==> config.mk <==
export PLATFORM = sky130hd
export DESIGN_NAME = ahb_arbiter
export DESIGN_NICKNAME = d
export VERILOG_FILES = /design/src/rtl/ahb_arbiter.sv
export SDC_FILE = /design/constraint.sdc
export NUM_CORES = 1
export LEC_CHECK = 0
export BUFFER_PORTS_ARGS = -buffer_cell sky130_fd_sc_hd__buf_2
export CELL_PAD_IN_SITES_DETAIL_PLACEMENT = 1
export CELL_PAD_IN_SITES_GLOBAL_PLACEMENT = 2
export CORE_ASPECT_RATIO = 0.6
export CORE_MARGIN = 2
export CORE_UTILIZATION = 29
export DETAILED_ROUTE_END_ITERATION = 16
export PLACE_DENSITY_LB_ADDON = 0.1
export SLEW_MARGIN = 20
export SYNTH_ARGS = -nofsm -noshare
export SYNTH_HDL_FRONTEND = slang
export SYNTH_SLANG_ARGS = --single-unit
==> constraint.sdc <==
create_clock -name ahb_clk_in -period 2.4 [get_ports ahb_clk_in]
set_input_delay 0.36 -clock ahb_clk_in [delete_from_list [all_inputs] [get_ports ahb_clk_in]]
set_output_delay 0.36 -clock ahb_clk_in [all_outputs]
set_load 0.1 [all_outputs]
==> src/rtl/ahb_arbiter.sv <==
// ahb_arbiter: round-robin AHB bus arbiter.
// Grants the shared address/control bus to one master at a time. Arbitration
// happens only at transfer boundaries: fixed-length and INCR bursts, and
// locked sequences, keep the current owner until they complete. Master 0 is
// the default master when nobody requests.
module ahb_arbiter #(
  parameter int MASTER_DEVICES   = 4,
  parameter int MASTER_IDX_WIDTH = $clog2(MASTER_DEVICES)
) (
  input  logic                        ahb_clk_in,
  input  logic                        ahb_rstn_in,
  input  logic [MASTER_DEVICES-1:0]   master_busreq_in,
  input  logic [MASTER_DEVICES-1:0]   master_lock_in,
  input  logic [1:0]                  ahb_trans_in,
  input  logic [2:0]                  ahb_burst_in,
  input  logic                        ahb_ready_in,
  output logic [MASTER_DEVICES-1:0]   master_grant_out,
  output logic [MASTER_IDX_WIDTH-1:0] ahb_master_out,
  output logic                        ahb_mastlock_out
);

  localparam logic [1:0] ST_OPEN   = 2'd0;
  localparam logic [1:0] ST_BURST  = 2'd1;
  localparam logic [1:0] ST_LOCKED = 2'd2;

  localparam logic [1:0] TRANS_IDLE   = 2'b00;
  localparam logic [1:0] TRANS_BUSY   = 2'b01;
  localparam logic [1:0] TRANS_NONSEQ = 2'b10;
  localparam logic [1:0] TRANS_SEQ    = 2'b11;

  localparam logic [2:0] BURST_INCR = 3'b001;

  logic [1:0]                  state_q, state_d;
  logic [3:0]                  count_q, count_d;
  logic                        incr_q, incr_d;
  logic [MASTER_IDX_WIDTH-1:0] grant_idx_q, grant_idx_d;
  logic [MASTER_IDX_WIDTH-1:0] ptr_q, ptr_d;
  logic [MASTER_IDX_WIDTH-1:0] master_q;
  logic                        mastlock_q;

  logic                        owner_req;
  logic                        owner_lock;
  logic                        is_nonseq;
  logic                        is_seq;
  logic                        burst_fixed;
  logic                        burst_incr;
  logic [3:0]                  load_val;
  logic                        arb_en;
  logic                        req_found;
  logic [MASTER_IDX_WIDTH-1:0] req_winner;

  assign owner_req   = master_busreq_in[grant_idx_q];
  assign owner_lock  = master_lock_in[grant_idx_q];
  assign is_nonseq   = (ahb_trans_in == TRANS_NONSEQ);
  assign is_seq      = (ahb_trans_in == TRANS_SEQ);
  // Any HBURST with bit 2 or bit 1 set is a 4/8/16-beat wrap or increment.
  assign burst_fixed = (ahb_burst_in[2:1] != 2'b00);
  assign burst_incr  = (ahb_burst_in == BURST_INCR);

  // Beat counter preload: remaining SEQ beats after the NONSEQ beat.
  always_comb begin
    case (ahb_burst_in[2:1])
      2'b01:   load_val = 4'd3;
      2'b10:   load_val = 4'd7;
      2'b11:   load_val = 4'd15;
      default: load_val = 4'd0;
    endcase
  end

  // Beat counter: load on accepted NONSEQ, count down on accepted SEQ.
  always_comb begin
    // NOTE: every always_comb output gets a default first so no path leaves
    // it unassigned, which would otherwise infer a latch.
    count_d = count_q;
    incr_d  = incr_q;
    if (ahb_ready_in) begin
      if (is_nonseq) begin
        count_d = load_val;
        incr_d  = burst_incr;
      end else if (is_seq && (count_q != 4'd0)) begin
        count_d = count_q - 4'd1;
      end
    end
  end

  // Ownership state: lock beats everything, bursts block arbitration.
  always_comb begin
    state_d = state_q;
    if (ahb_ready_in) begin
      if (owner_lock) begin
        state_d = ST_LOCKED;
      end else begin
        case (state_q)
          ST_OPEN: begin
            if (is_nonseq && (burst_fixed || (burst_incr && owner_req)))
              state_d = ST_BURST;
          end
          ST_BURST: begin
            if (incr_q) begin
              if (!owner_req || (ahb_trans_in == TRANS_IDLE))
                state_d = ST_OPEN;
            end else if (is_seq && (count_d == 4'd0)) begin
              state_d = ST_OPEN;
            end
          end
          ST_LOCKED: begin
            // Lock already dropped here; leave only outside a burst beat.
            if (!is_seq && (ahb_trans_in != TRANS_BUSY))
              state_d = ST_OPEN;
          end
          default: state_d = ST_OPEN;
        endcase
      end
    end
  end

  // Round-robin scan starting after the pointer, so the owner comes last.
  always_comb begin
    int cand;
    req_found  = 1'b0;
    req_winner = '0;
    cand       = 0;
    for (int k = 1; k <= MASTER_DEVICES; k++) begin
      cand = int'(ptr_q) + k;
      if (cand >= MASTER_DEVICES)
        cand = cand - MASTER_DEVICES;
      if (!req_found && master_busreq_in[MASTER_IDX_WIDTH'(cand)]) begin
        req_found  = 1'b1;
        req_winner = MASTER_IDX_WIDTH'(cand);
      end
    end
  end

  // Arbitrate only when the bus stays open through this cycle.
  assign arb_en = ahb_ready_in && (state_q == ST_OPEN) && (state_d == ST_OPEN);

  // Next grant index and pointer; default master 0 does not move the pointer.
  always_comb begin
    grant_idx_d = grant_idx_q;
    ptr_d       = ptr_q;
    if (arb_en) begin
      if (req_found) begin
        grant_idx_d = req_winner;
        ptr_d       = req_winner;
      end else begin
        grant_idx_d = '0;
      end
    end
  end

  // All arbiter state; holds completely while ahb_ready_in is low.
  always_ff @(posedge ahb_clk_in or negedge ahb_rstn_in) begin
    if (!ahb_rstn_in) begin
      state_q     <= ST_OPEN;
      count_q     <= 4'd0;
      incr_q      <= 1'b0;
      grant_idx_q <= '0;
      ptr_q       <= '0;
      master_q    <= '0;
      mastlock_q  <= 1'b0;
    end else begin
      // NOTE: sequential state uses non-blocking assignments so every
      // register samples the pre-edge values regardless of statement order.
      state_q     <= state_d;
      count_q     <= count_d;
      incr_q      <= incr_d;
      grant_idx_q <= grant_idx_d;
      ptr_q       <= ptr_d;
      if (ahb_ready_in) begin
        master_q   <= grant_idx_q;
        mastlock_q <= owner_lock;
      end
    end
  end

  // One-hot grant decoded from the registered index, so it is always one-hot.
  always_comb begin
    master_grant_out              = '0;
    master_grant_out[grant_idx_q] = 1'b1;
  end

  assign ahb_master_out   = master_q;
  assign ahb_mastlock_out = mastlock_q;

endmodule

After elaboration in Yosys (flattened, before gate mapping). Index checks and enable logic that the tools add are counted.

Order comparisons: 10. Equality and inequality tests: 9. $add $sub $neg: 9. Reduce and logical (&&, ||, !) cells: 26. Multiplexer cells: 43.

Operators by type and width (count): 2-bit 2-to-1 mux (16); 2-bit by 4-bit < comparator with 1-bit output, second input constant (4); 1-bit 2-to-1 mux (15); 1-bit binary-select mux with 2-bit select (6); 4-bit 2-to-1 mux (3); 4-bit case mux with 3 select lines (1); 1-bit logical AND (11); 2-bit equality test, second input constant (5); 3-bit greater-or-equal comparator, second input constant (3); 2-bit by 1-bit subtractor with 2-bit output, second input constant (4); 2-bit by 2-bit adder with 3-bit output, second input constant (2); 2-bit logical NOT (3); 2-bit case mux with 3 select lines (1); 1-bit logical NOT (5); 2-bit by 3-bit adder with 4-bit output, second input constant (1); 2-bit by 1-bit equality test with 1-bit output, second input constant (2); 4-bit by 3-bit greater-or-equal comparator with 1-bit output, second input constant (1); 4-bit logical NOT (1); 2-bit AND reduction (2); 4-bit nonzero test (1); 4-bit by 1-bit subtractor with 4-bit output, second input constant (1); 2-bit by 1-bit adder with 3-bit output, second input constant (1); 3-bit by 1-bit equality test with 1-bit output, second input constant (1); 2-bit by 3-bit < comparator with 1-bit output, second input constant (1); other kinds (5) (6).

Input bits: 16. Output and inout bits: 7. Word-level logic and storage cells: 104. Register bits: 14.

Longest topological paths before layout. Gate-level depths: netlist of run 1.

Depth after elaboration: 17. Gate-level depth with buffers: 8. Depth with buffers taken out: 8.

Least setup slack after synthesis of run 1. OpenSTA, ideal clock, no wires.

Path type: register -> register. Start point: reg grant_idx_q[0]. End point: reg grant_idx_q[0]. Period minus slack after synthesis: 2.185 ns. Path buffers: 1. Required time: 2.275 ns. Cell stages (with the launch flop): 8. Setup slack: 0.215 ns. Arrival time: 2.060 ns. Library setup time: 0.125 ns. Cells stage by stage: dfrtp_1 > buf_6 > mux4_2 > a211o_1 > and3_4 > o32ai_2 > and3_4 > mux2_4.

Longest elaborated chain between the ends: 11. Elaborated cells between the ends (all ways): 17. Those cells by class: mux (10); reduce/logical (7).

Ends and longest elaborated chain: start: declaration (line 36) `logic [MASTER_IDX_WIDTH-1:0] grant_idx_q, grant_idx_d;`; start signal: assignment (line 167) `grant_idx_q <= grant_idx_d;`; 1-bit binary-select mux with 2-bit select (line 52) `assign owner_req = master_busreq_in[grant_idx_q];`; 1-bit 2-to-1 mux (not written as such) (line 52); 1-bit logical NOT / 1-bit logical AND (equally long branches) (line 100, 95); 1-bit logical OR, on equally long branches (line 100, 95); 2-bit 2-to-1 mux / 1-bit logical AND (equally long branches) (line 100, 95); 2-bit 2-to-1 mux, on equally long branches (line 99, 95); 2-bit case mux with 3 select lines (line 93) `case (state_q)`; 2-bit 2-to-1 mux (*) (line 90) `if (owner_lock) begin`; 2-bit 2-to-1 mux (*) (line 89) `if (ahb_ready_in) begin`; 2-bit logical NOT (*) (line 135) `assign arb_en = ahb_ready_in && (state_q == ST_OPEN) && (state_d == ST_OPEN);`; 1-bit logical AND (*) (line 135).

Every way passes the cells marked *; elsewhere a longest branch is shown, timed or not. The select of a mux whose other input is x is not followed. A chain may end at the register's enable or synchronous reset.

Worst setup path after layout of run 1.
Start point: reg count_q[1]. End point: reg grant_idx_q[0].

Longest elaborated chain between the ends: 14. Elaborated cells between the ends (all ways): 15. Those cells by class: add/sub (1); mux (8); reduce/logical (6).

Ends and longest elaborated chain: start: declaration (line 34) `logic [3:0] count_q, count_d;`; start signal: assignment (line 165) `count_q <= count_d;`; parallel branches: the longest is 4 deep, another holds 4-bit by 1-bit subtractor with 4-bit output; 4-bit 2-to-1 mux (*) (line 76) `if (ahb_ready_in) begin`; named net count_d[1] (line 34); 4-bit logical NOT (*) (line 102) `end else if (is_seq && (count_d == 4'd0)) begin`; 1-bit logical AND (*) (line 102); 2-bit 2-to-1 mux (*) (line 102); 2-bit 2-to-1 mux (*) (line 99) `if (incr_q) begin`; 2-bit case mux with 3 select lines (*) (line 93); 2-bit 2-to-1 mux (*) (line 90); 2-bit 2-to-1 mux (*) (line 89); 2-bit logical NOT (*) (line 135); 1-bit logical AND (*) (line 135).

Mark *: on every way through the listed nets, which the timed path passes.

==> results.md, run 1 <==
- Endpoint type of the worst setup path: flip-flop
- Number of diodes: 0
- Startpoint type of the worst setup path: flip-flop
- Reg2reg setup slack: 0.10 ns
- Pin count of the biggest net entering global routing: 15
- Syn-to-layout area delta: 36.6%
- Part of the cycle the worst path needs: 95.7%
- First-pass GRT wire length: 4.69 mm
- Setup-violating endpoint count in the final report: 0
- Most frequent cells in the layout: buf_2, dfrtp_1, buf_4
- Worst hold slack: -0.00225 ns
- Synth Instances: 95
- Detailed placement HPWL: 2.30 mm
- Number of antenna-violating nets in the routed design: 0
- Share of async-settable or async-resettable flops after synthesis: 100%
- PnR Total Power: 1.66 mW
- Crit-path cells: inv_2 -> ha_4 -> nor3b_4 -> mux2i_1 -> a221oi_1 -> buf_4 -> o32ai_4 -> and3_4 -> mux2_4
- Number of DRC markers after the initial detailed-route iteration: 43
- Post-route minimum period: 2.30 ns
- Endpoint of the most critical register-to-register path: grant_idx_q[0]
- Final routed DRC violation total: 0
- Final Slew Violations: 0
- Starting utilization of the core area: 29.8%
- Worst Path Class, Setup: reg2reg
- Predominant post-synthesis flop cell: dfrtp_1
- Peak clock frequency supported by timing: 436 MHz
- Setup repair after global routing missed its margin: false
- Number of storage elements in the synthesis netlist: 14
- Number of global-route vias before repair: 916
- Residual overflow from global routing: 0
- Depth of the most critical reg-to-reg path: 9
- Critical path required time: 2.54 ns
- Reg clk slew, reported paths: 0.06 ns
- Placer's final routability congestion estimate: 0.799
- Fill cells: 380
- Critical Path Slowest Stage Cell: dfrtp_1
- Instance area at placement: 1190 um2
- Total non-filler cell area in the finished layout: 1300 um2
- I/O pins: 23
- First-pass detailed-route iteration total: 4
- TritonCTS clock tree: yes
- Origin of the critical flop-to-flop path: count_q[1]
- Worst slew pin tran: 0.487 ns
- Clk Tree Root Cell: clkbuf_8
- Result of the run: finished, violations left
- Vias per cell: 5.05
- DIE AREA: 3780 um2
- Syn Nets: 112
- Vertical die dimension: 48.4 um
- Number of warnings reported in the yosys synthesis log: 0
- Max-Cap Viols: 0
- Total power density per cell area: 1270 nW/um2
- Quantity of hold-fixing buffers added after cts: 0
- Path category of the worst min-delay check: in2async
- WL final: 2.91 mm
- Portion of the post-synthesis area used by sequential elements: 36.7%
- Average wire per standard cell: 16.5 um
- Bufs on Longest Clock Path: 2
- Post-Synthesis Mean Instance Area: 10.0 um2
- Die Wd: 78.1 um
- Inst Count DP: 171
- Slowest stage delay, CP: 0.40 ns
- Peak supply drop: 0.717 mV
- Number of enable flip-flop cells after synthesis: 0
- Setup clock skew after layout: 0.00156 ns
- Sequential Area: 352 um2
- Buffers on Ports: 22
- Multi-input logic area: 603 um2
- Failing checks: hold timing
- Final standard cell count with taps included and fillers excluded: 176
- Number of CTS-inserted buffers: 3
- Slew headroom: 67.7%
- GRT Util Overall: 16.3%
- Count of final hold-check violations: 6
- Worst Setup SP: count_q[1]
- H-Tree Depth: 1
- Worst-path fanout max: 3
- Clock sink count: 14
- Distinct cell type count after synthesis: 40
- Total number of vias: 888
- Final TNS setup: 0 ns
- Floorplan Core Area: 3200 um2
- Clock insertion delay at the later pin of the skew report: 0.25 ns
- Data arrival time of the critical path: 2.43 ns
- Ratio of cells with drive above 1 in the final layout: 43.5%
- Number of nets in the layout: 149
- Commonest non-fill, non-tap cell in the layout: buf_2
- Initial antenna violation count: 0
- Post-synth design cell area: 955 um2
- Cell leakage power: 0.582 nW
- Floorplan row count: 16
==> how the worst max path moves through the flow <==
| stage | endpoint | slack [ns] |
|---|---|---|
| 2_1_floorplan | grant_idx_q[0] | 0.22 |
| 3_3_place_gp | grant_idx_q[0] | -0.05 |
| 3_5_place_dp | grant_idx_q[0] | -0.05 |
| 4_1_cts | grant_idx_q[0] | 0.02 |
| 5_1_grt | grant_idx_q[1] | 0.01 |
| 6_report | grant_idx_q[0] | 0.10 |
==> through the flow <==
step	util, %	worst slack [ns]
floorplan	-	0.215
global placement	37.2	-0.0468
detailed placement	37.2	-0.0491
CTS	39.3	0.0212
global route	40.7	0.0146
finish	40.7	0.104
==> cells by family (layout without fill, tap and decap cells) <==
family,Yosys count,after routing,share of synthesized area [%]
AOI/OAI and AO/OA,27,27,22.8
adders and majority gates,1,1,1.31
buffers and inverters,11,47,5.24
DFF,14,14,36.7
muxes,9,9,13.4
and+or+nand+nor,33,33,20.6
==> worst max-delay path: cells and delay by family, from the launching register on <==
family	cells	cell delay, ns
AO/OA/AOI/OAI	2	0.37
multiplexers	2	0.52
AND/OR/NAND/NOR	2	0.48
flip-flops	1	0.40
buffers and inverters	2	0.26
adder cells (fa/ha/maj)	1	0.14
==> sequential cells by signal (all words and copies together) (netlist names) <==
register	count
ahb_master_out	2
ahb_mastlock_out	1
count_q	4
grant_idx_q	2
incr_q	1
ptr_q	2
state_q	2
==> layout make-up <==
cell class | count | share of cell area, %
Multi-Input combinational cell | 70 | 46.3
Tap cell | 45 | 4.32
Clock buffer | 4 | 4.22
Timing Repair Buffer | 35 | 15.9
Inverter | 8 | 2.30
Sequential cell | 14 | 27.0
==> cells in the mapped netlist (2+ instances only) <==
cell      count  area [um2]
dfrtp_1      14         350
inv_1         8        30.0
nand2_1       7        26.3
o21ai_0       7        35.0
nor2_1        6        22.5
a21oi_1       3        15.0
a22o_1        3        26.3
mux2i_1       3        30.0
nor2b_1       3        18.8
a21o_1        2        15.0
a31oi_1       2        12.5
and3_4        2        22.5
mux2_2        2        22.5
mux2_4        2        30.0
mux4_2        2        45.0
nand2b_1      2        12.5
nand4_1       2        12.5
nor3_1        2        10.0
nor4_1        2        12.5
==> power breakdown <==
| part | switching, mW | internal (mW) | total [mW] |
|---|---|---|---|
| logic | 0.670 | 0.304 | 0.974 |
| registers | 0.122 | 0.322 | 0.444 |
| clock network | 0.0922 | 0.146 | 0.238 |
==> per-layer routing <==
metal	GRT usage, %	wire [um]	share of wire, %
met5	0	0	0
met4	1.75	11	0.38
met3	5.22	110	3.8
met2	22.3	1190	41
met1	25.7	1590	55
==> timing repair <==
action                     CTS  global route
setup buffers                0             1
resized for setup            3             7
pin swaps                    0             5
setup endpoints to repair    4             4
Note: power is estimated with default switching activity, not from simulation.
==> run 2: changes to the inputs <==
- CORE_UTILIZATION: 29 -> 32
- clock period: 2.4 -> 2.5 ns (I/O delays scaled with it)
==> run 2 against run 1 <==
The flow now finishes without violations. Register-to-register slack got worse by 0.03 ns. Die area fell by 8.8%. First-iteration DRC count fell by 30%. Combinational power fell by 8.0%. Worst hold slack improved by 0.025 ns. Total power fell by 9.6%. Critical path depth fell by 1. Clock skew barely moved. Final cell count fell by 5.7%.
==> results.md, run 2 (synthesis gave the netlist of run 1 again) <==
- Endpoint of the most critical register-to-register path: grant_idx_q[1]
- Clock network fraction of design power: 12.4% (-2.0 points)
- TritonCTS clock tree: yes
- Commonest non-fill, non-tap cell in the layout: buf_2
- Clock insertion delay at the later pin of the skew report: 0.24 ns (about the same)
- Instance area at placement: 1130 um2 (-4.7%)
- Gate power share: 59.9% (+1.1 points)
- Origin of the critical flop-to-flop path: count_q[1]
- Clock sink count: 14 (unchanged)
- Final routed DRC violation total: 0 (unchanged)
- Most frequent cells in the layout: buf_2, dfrtp_1
- Register bank with the most flops: count_q
- Final Slew Violations: 0 (unchanged)
- WL final: 2.69 mm (-7.3%)
- H-Tree Depth: 1 (unchanged)
- Worst Setup SP: count_q[1]
- Number of antenna-violating nets in the routed design: 0 (unchanged)
- Critical path required time: 2.63 ns (+0.09 ns)
- Number of global-route vias before repair: 826 (-9.8%)
- Cell depth of the worst setup path: 8 (-1)
- Top Usage Layer GRT: met1
- Total number of vias: 861 (-3.0%)
- Buffers on Ports: 22 (unchanged)
- Vertical die dimension: 46.3 um (-4.4%)
- Number of diodes: 0 (unchanged)
- Cell-internal power: 0.680 mW (-12%)
- Startpoint type of the worst setup path: flip-flop
- Critical Path Slowest Stage Cell: dfrtp_1
- Inst Count DP: 161 (-5.8%)
- Starting utilization of the core area: 33.5% (+3.7 points)
- First-pass detailed-route iteration total: 4 (unchanged)
- Post-route minimum period: 2.43 ns (+0.135 ns)
- Net switching power: 0.817 mW (-7.6%)
- Total non-filler cell area in the finished layout: 1230 um2 (-5.8%)
- Peak clock frequency supported by timing: 411 MHz (-5.5%)
- Number of CTS-inserted buffers: 3 (unchanged)
- GRT Util Overall: 17.4% (+1.0 points)
- Worst slew pin tran: 0.581 ns (+0.0940 ns)
- Vias per cell: 5.19 (+2.8%)
- Worst-case setup slack after placement: 0.0965 ns (+0.146 ns)
- GR Util met2: 22.1% (-0.15 points)
- Number of nets in the layout: 143 (-4.0%)
- Bufs on Longest Clock Path: 2 (unchanged)
- Data arrival time of the critical path: 2.56 ns (+0.13 ns)
- Count of final hold-check violations: 0 (-6)
- Quantity of hold-fixing buffers added after cts: 0 (unchanged)
- Reg clk slew, reported paths: 0.06 ns (about the same)
- Ratio of cells with drive above 1 in the final layout: 38.7% (-4.8 points)
- Reg2reg setup slack: 0.07 ns (-0.03 ns)
- Switching portion of total power: 54.6% (+1.2 points)
- Setup-violating endpoint count in the final report: 0 (unchanged)
- Slowest stage delay, CP: 0.42 ns (+0.02 ns)
- Final standard cell count with taps included and fillers excluded: 166 (-5.7%)
- Syn-to-layout area delta: 28.7%
- Cell leakage power: 0.547 nW (-6.1%)
- Floorplan row count: 15 (-1)
- Number of DRC markers after the initial detailed-route iteration: 30 (-30%)
- Sequential Power Share: 27.7% (+0.9 points)
- Share of the core filled with cells: 43.1% (+2.4 points)
- Initial antenna violation count: 0 (unchanged)
- Worst Path Class, Setup: reg2reg
- Result of the run: complete, no violations
- Crit-path cells: inv_1 -> ha_4 -> nor3b_1 -> a2111oi_1 -> nand4_1 -> o32ai_4 -> and3_4 -> mux2_4
- Die Wd: 74.5 um (-4.6%)
- Max-Cap Viols: 0 (unchanged)
- Endpoint type of the worst setup path: flip-flop
- First-pass GRT wire length: 4.33 mm (-7.7%)
- Path category of the worst min-delay check: in2async
- Slew headroom: 60.9% (-6.8 points)
- Clk Tree Root Cell: clkbuf_8
- Residual overflow from global routing: 0 (unchanged)
- Peak supply drop: 1.25 mV (+74%)
- Pin count of the biggest net entering global routing: 15 (unchanged)
- Worst-path fanout max: 4 (+1)
- Met1 track utilization from global routing: 27.2% (+1.5 points)
- Met3 Resource Use GR: 6.35% (+1.1 points)
- Critical path buffer and inverter count: 1 (-1)
- Detailed placement HPWL: 2.01 mm (-13%)
- Total power density per cell area: 1220 nW/um2 (-4.1%)
- Setup clock skew after layout: 0.00195 ns (+0.000392 ns)
- Average wire per standard cell: 16.2 um (-1.7%)
- PnR Total Power: 1.50 mW (-9.6%)
- Worst Slack Setup Final: 0.0695 ns (-0.0348 ns)
- Part of the cycle the worst path needs: 97.2% (+1.6 points)
- Critical Path Sink: grant_idx_q[1]
- Floorplan Core Area: 2850 um2 (-11%)
- Flip-flop count of the largest register after layout: 4 (unchanged)
- I/O pins: 23 (unchanged)
- DIE AREA: 3450 um2 (-8.8%)
- Kind of cell with the highest combined delay on the critical path: compound AO/OA/AOI/OAI gates
- Depth of the most critical reg-to-reg path: 8 (-1)
- Fill cells: 349 (-8.2%)
- Placer's final routability congestion estimate: 0.857 (+7.3%)
run 2: per-stage QoR:
stage | hold WS [ns] | TNS [ns]
after floorplan | 0.0794 | 0
after global placement | 0.292 | 0
after detailed placement | 0.294 | 0
after CTS | 0.0303 | 0
after global routing | 0.0346 | -0.193
final | 0.0231 | 0
run 2: worst min path at each step:
stage / startpoint / to / depth (start not counted)
detailed placement: ahb_rstn_in / count_q[3] / 1
CTS: ahb_rstn_in / count_q[3] / 1
finish: ahb_rstn_in / count_q[3] / 1
global route: ahb_rstn_in / count_q[3] / 1
global placement: ahb_rstn_in / count_q[3] / 1
floorplan: ahb_rstn_in / ahb_master_out[0] / 0
run 2: timing repair:
item | 4_1_cts | 5_1_grt
endpoints found under the setup margin | 0 | 3
setup buffers | 0 | 2
resized for setup | 0 | 7
run 2: final cells by class:
cell class,instances,area (um2),area share (%)
clock buffer,3,41.3,3.36
multi-input combinational,70,592,48.2
inverter,8,30.0,2.44
timing repair buffer,29,163,13.2
tap,42,52.6,4.28
sequential,14,350,28.5
run 2: power by group through the flow:
stage               clock, mW  sequential (mW)  combinational (mW)
finish                  0.186            0.415               0.896
global route            0.204            0.431               0.947
CTS                     0.192            0.413               0.865
detailed placement          0            0.414               0.855
global placement            0            0.412               0.851
floorplan                   0            0.550               0.561
run 2: layer usage:
layer / wire [um] / vias to the layer above
met5: 0 / -
met4: 0 / 0
met1: 1480 / 426
met2: 1070 / 20
met3: 144 / 0
li1: - / 415
